==> config.mk <==
export PLATFORM = sky130hd
export DESIGN_NAME = sd_spi_block_writer_flat
export DESIGN_NICKNAME = d
export VERILOG_FILES = /design/src/rtl/sd_spi_block_writer_if.sv /design/src/rtl/sd_spi_block_writer.sv /design/src/flat_wrapper.sv
export SDC_FILE = /design/constraint.sdc
export NUM_CORES = 1
export LEC_CHECK = 0
export CAP_MARGIN = 10
export CELL_PAD_IN_SITES_DETAIL_PLACEMENT = 2
export CELL_PAD_IN_SITES_GLOBAL_PLACEMENT = 2
export CORE_ASPECT_RATIO = 0.75
export CORE_MARGIN = 2
export CORE_UTILIZATION = 38
export CTS_CLUSTER_SIZE = 28
export DETAILED_ROUTE_END_ITERATION = 16
export PLACE_DENSITY = 0.88
export SLEW_MARGIN = 25
export SYNTH_ARGS = -nofsm -noshare
export SYNTH_HDL_FRONTEND = slang
export SYNTH_SLANG_ARGS = --single-unit
==> constraint.sdc <==
create_clock -name clk -period 8.8 [get_ports clk]
set_input_delay 1.32 -clock clk [delete_from_list [all_inputs] [get_ports clk]]
set_output_delay 1.32 -clock clk [all_outputs]
set_load 0.05 [all_outputs]
==> src/rtl/sd_spi_block_writer_if.sv <==
// rtl/sd_spi_block_writer_if.sv - pixel word stream into the SD block writer
interface sd_spi_block_writer_if;
  logic [15:0] wr_data;
  logic        wr_valid;
  logic        wr_ready;

  modport master (output wr_data, output wr_valid, input wr_ready);
  modport slave  (input wr_data, input wr_valid, output wr_ready);
endinterface

==> src/rtl/sd_spi_block_writer.sv <==
// rtl/sd_spi_block_writer.sv - CMD24 single-block writer over SPI-mode SD
// Streams 256 16-bit words (high byte first) into one 512-byte block per request.
module sd_spi_block_writer #(
  parameter int CLK_DIV  = 2,
  parameter int NCR_MAX  = 8,
  parameter int BUSY_MAX = 65535
) (
  input  logic                       clk,
  input  logic                       rst,
  input  logic                       init_done,
  input  logic                       start,
  input  logic [31:0]                blk_addr,
  output logic                       busy,
  output logic                       done,
  output logic                       err,
  output logic [2:0]                 err_code,
  sd_spi_block_writer_if.slave       wr,
  output logic                       sd_clk,
  output logic                       sd_cs,
  output logic                       sd_mosi,
  input  logic                       sd_miso
);

  localparam int DW = $clog2(CLK_DIV);

  typedef enum logic [3:0] {
    S_IDLE, S_PRE, S_CMD, S_R1, S_GAP, S_TOKEN, S_DATA,
    S_CRC, S_DRESP, S_BUSYW, S_STOP, S_FIN
  } state_t;

  state_t        state;
  logic [31:0]   addr;
  logic [15:0]   cnt;
  logic [7:0]    word_lo;
  logic [6:0]    tx_shift;
  logic [7:0]    rx_shift;
  logic [2:0]    bit_cnt;
  logic [DW-1:0] div_cnt;
  logic          eng_active;
  logic          evt;
  logic [7:0]    tx_byte;
  logic          hs;
  logic          launch;

  assign hs = wr.wr_ready && wr.wr_valid;

  // Byte to launch next; in DATA the high byte comes straight off the bus at the handshake.
  always_comb begin
    tx_byte = 8'hFF;
    case (state)
      S_CMD: begin
        case (cnt[2:0])
          3'd0:    tx_byte = 8'h58;
          3'd1:    tx_byte = addr[31:24];
          3'd2:    tx_byte = addr[23:16];
          3'd3:    tx_byte = addr[15:8];
          3'd4:    tx_byte = addr[7:0];
          default: tx_byte = 8'hFF;
        endcase
      end
      S_TOKEN: tx_byte = 8'hFE;
      S_DATA:  tx_byte = cnt[0] ? word_lo : wr.wr_data[15:8];
      default: tx_byte = 8'hFF;
    endcase
  end

  assign launch = !eng_active && !evt && (state != S_IDLE) && (state != S_FIN) &&
                  ((state != S_DATA) || cnt[0] || hs);

  always_ff @(posedge clk or posedge rst) begin
    if (rst) begin
      state       <= S_IDLE;
      addr        <= '0;
      cnt         <= '0;
      word_lo     <= '0;
      tx_shift    <= '1;
      rx_shift    <= '1;
      bit_cnt     <= '0;
      div_cnt     <= '0;
      eng_active  <= 1'b0;
      evt         <= 1'b0;
      busy        <= 1'b0;
      done        <= 1'b0;
      err         <= 1'b0;
      err_code    <= 3'd0;
      wr.wr_ready <= 1'b0;
      sd_clk      <= 1'b0;
      sd_cs       <= 1'b1;
      sd_mosi     <= 1'b1;
    end else begin
      done <= 1'b0;
      evt  <= 1'b0;
      if (eng_active) begin
        if (div_cnt == DW'(CLK_DIV - 1)) begin
          div_cnt <= '0;
          if (!sd_clk) begin
            sd_clk <= 1'b1;
          end else begin
            sd_clk   <= 1'b0;
            rx_shift <= {rx_shift[6:0], sd_miso};
            if (bit_cnt == 3'd7) begin
              eng_active <= 1'b0;
              evt        <= 1'b1;
            end else begin
              bit_cnt  <= bit_cnt + 3'd1;
              sd_mosi  <= tx_shift[6];
              tx_shift <= {tx_shift[5:0], 1'b1};
            end
          end
        end else begin
          div_cnt <= div_cnt + DW'(1);
        end
      end else if (evt) begin
        // rx_shift now holds the complete byte that just finished.
        case (state)
          S_PRE: begin state <= S_CMD; cnt <= '0; end
          S_CMD: begin
            if (cnt == 16'd5) begin state <= S_R1; cnt <= '0; end
            else cnt <= cnt + 16'd1;
          end
          S_R1: begin
            if (rx_shift == 8'hFF) begin
              if (cnt == 16'(NCR_MAX - 1)) begin
                err <= 1'b1; err_code <= 3'd1; state <= S_STOP;
              end else cnt <= cnt + 16'd1;
            end else if (rx_shift == 8'h00) begin
              state <= S_GAP;
            end else begin
              err <= 1'b1; err_code <= 3'd2; state <= S_STOP;
            end
          end
          S_GAP:   state <= S_TOKEN;
          S_TOKEN: begin state <= S_DATA; cnt <= '0; end
          S_DATA: begin
            if (cnt == 16'd511) begin state <= S_CRC; cnt <= '0; end
            else cnt <= cnt + 16'd1;
          end
          S_CRC: begin
            if (cnt == 16'd1) begin state <= S_DRESP; cnt <= '0; end
            else cnt <= cnt + 16'd1;
          end
          S_DRESP: begin
            if (rx_shift == 8'hFF) begin
              if (cnt == 16'(NCR_MAX - 1)) begin
                err <= 1'b1; err_code <= 3'd3; state <= S_STOP;
              end else cnt <= cnt + 16'd1;
            end else if (rx_shift[4:0] == 5'h05) begin
              state <= S_BUSYW; cnt <= '0;
            end else begin
              err <= 1'b1; err_code <= 3'd3; state <= S_STOP;
            end
          end
          S_BUSYW: begin
            if (rx_shift == 8'hFF) begin
              state <= S_STOP;
            end else if (cnt == 16'(BUSY_MAX - 1)) begin
              err <= 1'b1; err_code <= 3'd4; state <= S_STOP;
            end else cnt <= cnt + 16'd1;
          end
          S_STOP:  state <= S_FIN;
          default: state <= S_IDLE;
        endcase
      end else if (launch) begin
        tx_shift   <= tx_byte[6:0];
        sd_mosi    <= tx_byte[7];
        bit_cnt    <= '0;
        div_cnt    <= '0;
        eng_active <= 1'b1;
        sd_cs      <= (state == S_PRE) || (state == S_STOP);
        if (state == S_DATA && !cnt[0]) begin
          word_lo     <= wr.wr_data[7:0];
          wr.wr_ready <= 1'b0;
        end
      end else begin
        case (state)
          S_IDLE: begin
            if (start && init_done) begin
              addr     <= blk_addr;
              busy     <= 1'b1;
              err      <= 1'b0;
              err_code <= 3'd0;
              cnt      <= '0;
              state    <= S_PRE;
            end
          end
          S_FIN: begin
            done  <= 1'b1;
            busy  <= 1'b0;
            state <= S_IDLE;
          end
          S_DATA:  wr.wr_ready <= 1'b1;
          default: ;
        endcase
      end
    end
  end

endmodule

==> src/flat_wrapper.sv <==
// flat-port wrapper written by rule: the top's interface ports become plain ports
module sd_spi_block_writer_flat 
#(
  parameter int CLK_DIV  = 2,
  parameter int NCR_MAX  = 8,
  parameter int BUSY_MAX = 65535
)
  (clk, rst, init_done, start, blk_addr, busy, done, err, err_code, sd_clk, sd_cs, sd_mosi, sd_miso, wr_wr_data, wr_wr_valid, wr_wr_ready);
  sd_spi_block_writer_if wr_i ();
  input  logic clk;
  input  logic rst;
  input  logic init_done;
  input  logic start;
  input  logic [31:0] blk_addr;
  output logic busy;
  output logic done;
  output logic err;
  output logic [2:0] err_code;
  output logic sd_clk;
  output logic sd_cs;
  output logic sd_mosi;
  input  logic sd_miso;
  input wire logic [$bits(wr_i.wr_data)-1:0] wr_wr_data;
  input wire logic [$bits(wr_i.wr_valid)-1:0] wr_wr_valid;
  output wire logic [$bits(wr_i.wr_ready)-1:0] wr_wr_ready;
  assign wr_i.wr_data = wr_wr_data;
  assign wr_i.wr_valid = wr_wr_valid;
  assign wr_wr_ready = wr_i.wr_ready;
  sd_spi_block_writer #(.CLK_DIV(CLK_DIV), .NCR_MAX(NCR_MAX), .BUSY_MAX(BUSY_MAX)) u_core (.clk(clk), .rst(rst), .init_done(init_done), .start(start), .blk_addr(blk_addr), .busy(busy), .done(done), .err(err), .err_code(err_code), .wr(wr_i), .sd_clk(sd_clk), .sd_cs(sd_cs), .sd_mosi(sd_mosi), .sd_miso(sd_miso));
endmodule
==> metrics.md <==
| Metric | Value |
|---|---|
| Status | `completed` |
| Max-cap viol count | `0` |
| Synthesis warning total | `0` |
| Commonest cells in the netlist | `74 x dfrtp_1, 50 x mux2_2, 46 x nand2_1` |
| Clock Path Buffers | `2` |
| Synth top area share | `37.26%` |
| Post-Layout Cell Count | `~740` |
| Worst slew pin tran | `878.6 ps` |
| Register area share after synthesis | `between 40% and 50%` |
| Die height | `roughly 100 microns` |
| Initial drt markers | `around 230` |
| Initial antenna violation count | `0` |
| Most frequent cell after synthesis | `dfrtp_1` |
| Crit-path max FO | `15` |
| Tcrit/Tclk final | `40.93%` |
| Final ANT Viol Nets | `0` |
| Ranking of synthesized cells by area | `dfrtp_1 37%, mux2_2 11%, dfstp_2 9.0%, nand3_1 3.7%, nand2_1 3.5%` |
| Total buffers and inverters traversed by the critical path | `1` |
| RSZ-0062 raised after global routing | `false` |
| Cell Chain, Critical Path | `inv_1, ha_1, nand4_1, nor4_1, nand2_1, a311o_1, o21ai_0, o311a_1, a21oi_1` |
| Largest net degree at the start of global routing | `64` |
| Vias in the first global route | `4791` |
| Drt total wl | `around 16000 microns` |
| Met2 WL | `7823 microns` |
| Slowest-stage cell, CP | `dfrtp_1` |
| Post-CTS setup buffers | `0` |
| Tot GR Track Use | `25.03%` |
| Peak supply drop | `about 0.14 mV` |
| Row count | `36` |
| Via Count | `between 4000 and 5000` |
| IO Port Bufs | `63` |
| H-tree depth | `3` |
| Final nets | `between 600 and 700` |
| WL met1 | `about 7500 microns` |
| Slew headroom | `around two fifths` |
| Clk sink count | `between 90 and 100` |
| Max Slew Vio Count | `0` |
| CTS tree | `done` |
| Top FF cell, synth | `dfrtp_1` |
| Share of layout cells above drive strength 1 | `about 16%` |
| Vias per std cell | `5.804` |
| WHS | `between 500 and 600 ps` |
| Die ar. | `~14000 sq um` |
| WL/cell | `~22 microns` |
| Area Growth Syn to Fin | `20.80%` |
| Setup TNS | `0 ps` |
| Starting Density | `38.58%` |
| Core area | `approximately 13000 sq um` |
| Mapped Nets | `between 500 and 600` |
| Max layer used | `met4` |
| Post-synth ARST share | `100.0%` |
| Post-synth EDFFs | `0` |
| Power density over the cells | `roughly 290 nW/um^2` |
| Post-CTS Resized | `0` |
| Critical path startpoint category | `register` |
| Global route overflow | `0` |
| Residual DRC | `0` |
| CTS clk-pin slew, worst paths | `around 70 ps` |
| Min-Delay Path Class | `register to register` |
| Post-synthesis area per instance | `just under 10 sq um` |
| Mapped Cells | `around 520` |
| Critical Path Max Stage Delay | `roughly 650 ps` |
| Clk root buf | `clkbuf_16` |
| Layout fillers | `between 1000 and 1500` |
| Total CTS buffers | `9` |
| Worst path arrival time | `3850 ps` |
| Worst Path Required | `between 9000 and 10000 ps` |
| Hpwl dp | `~11000 microns` |
| Routed wl met3 | `around 530 microns` |
| First-pass GRT wire length | `26700 microns` |
| Die width | `between 100 and 150 microns` |
| Synth unique cells | `57` |
| RePlAce Congestion | `0.8552` |
| Worst skew pair latency | `360 ps` |
| Minimum clock period | `3602 ps` |
| Max Fclk | `~0.28 GHz` |
| Diode count | `0` |
| Setup Viol. Count Final | `0` |
| Kind of end point of the critical path | `register` |
| Dominant cell type by area after synthesis | `dfrtp_1` |
| Leakage | `0.002473 uW` |
| Placed insts | `723` |
| Final hold vios | `0` |
| CP top delay family | `compound AO/OA/AOI/OAI gates` |
| Synth Register Bits | `91` |
| # hold bufs at CTS | `0` |
| Pre-antenna DRT Iters | `4` |
| Clk_skew | `roughly 8.2 ps` |
| Mapped cell area | `approximately 5000 sq um` |
| Io pins | `between 60 and 70` |
| Crit Path Class | `register to register` |
placed cells by master (no fill, tap or decap), types with 14 or more instances in the layout:
cell	instances
inv_1	24
or3_1	14
a21oi_1	24
o21ai_0	23
mux2_2	50
nor3_1	17
clkdlybuf4s50_1	63
nand3_1	37
dfstp_2	17
nor2_1	39
dfrtp_1	74
nand2_1	46
through the flow:
step	power, uW	utilization, %	worst slack (ps)	instance area, sq um
CTS	1771	46.58	5194	6001
detailed placement	1386	44.42	5102	5722
finish	1761	46.60	5198	6003
floorplan	1145	-	5145	4970
global placement	1312	44.42	5290	5722
global route	1878	46.60	4890	6003
tightest hold or removal path, delay by kind of cell, from the launching register on:
kind            cells  cell delay (ps)
compound gates      1               80
buf+inv             1               50
flops               1              370
state kept, by name, indices dropped and copies added (netlist names), 3 cells and up:
| register | count |
|---|---|
| u_core.addr | 32 |
| u_core.word_lo | 8 |
| u_core.err_code | 3 |
| u_core.rx_shift | 8 |
| u_core.cnt | 16 |
| u_core.tx_shift | 7 |
| u_core.bit_cnt | 3 |
| u_core.state | 4 |
cell type report:
type	count	area, sq um	share of cell area (%)
clock inverters	6	50.05	0.8337
inverters	25	95.09	1.584
flip-flops and latches	91	2298	38.29
repair buffers	65	645.6	10.75
multi-input cells	371	2471	41.16
well taps	171	214.0	3.564
clock buffers	10	229.0	3.814
path summary, 6_finish.rpt:
check | end | cells after the start | slack, ps | from
min | u_core.sd_mosi | 2 | 510 | u_core.sd_mosi
min in group asynchronous | u_core.word_lo[3] | 2 | 1290 | rst
min reg2reg | u_core.sd_mosi | 2 | 510 | u_core.sd_mosi
max | u_core.cnt[0] | 9 | 5200 | u_core.cnt[0]
max in group asynchronous | u_core.cnt[10] | 3 | 6320 | rst
max reg2reg | u_core.cnt[0] | 9 | 5200 | u_core.cnt[0]
logic make-up (layout without fill, tap and decap cells):
logic type	after synthesis	count (layout)	synth area share [%]
AOI/OAI and AO/OA	110	110	15.11
xor gates and xnor gates	3	3	0.5288
adders and majority gates	7	7	1.762
buffers and inverters	54	106	4.179
DFF	91	91	46.25
muxes	59	59	13.14
and+or+nand+nor	192	192	19.03
power by group:
group / leakage (uW) / switching (uW) / internal, uW / total, uW
Clock: 0.000135 / 180 / 195 / 375
Combinational: 0.00122 / 362 / 262 / 623
Sequential: 0.00112 / 176 / 587 / 763
routing by layer:
| metal | global-route usage, % | up-vias |
|---|---|---|
| met5 | 0 | - |
| met3 | 5.605 | 23 |
| met4 | 6.571 | 0 |
| li1 | - | 1988 |
| met1 | 32.96 | 2198 |
| met2 | 42.06 | 80 |
Power figures use the tool's default switching activity.
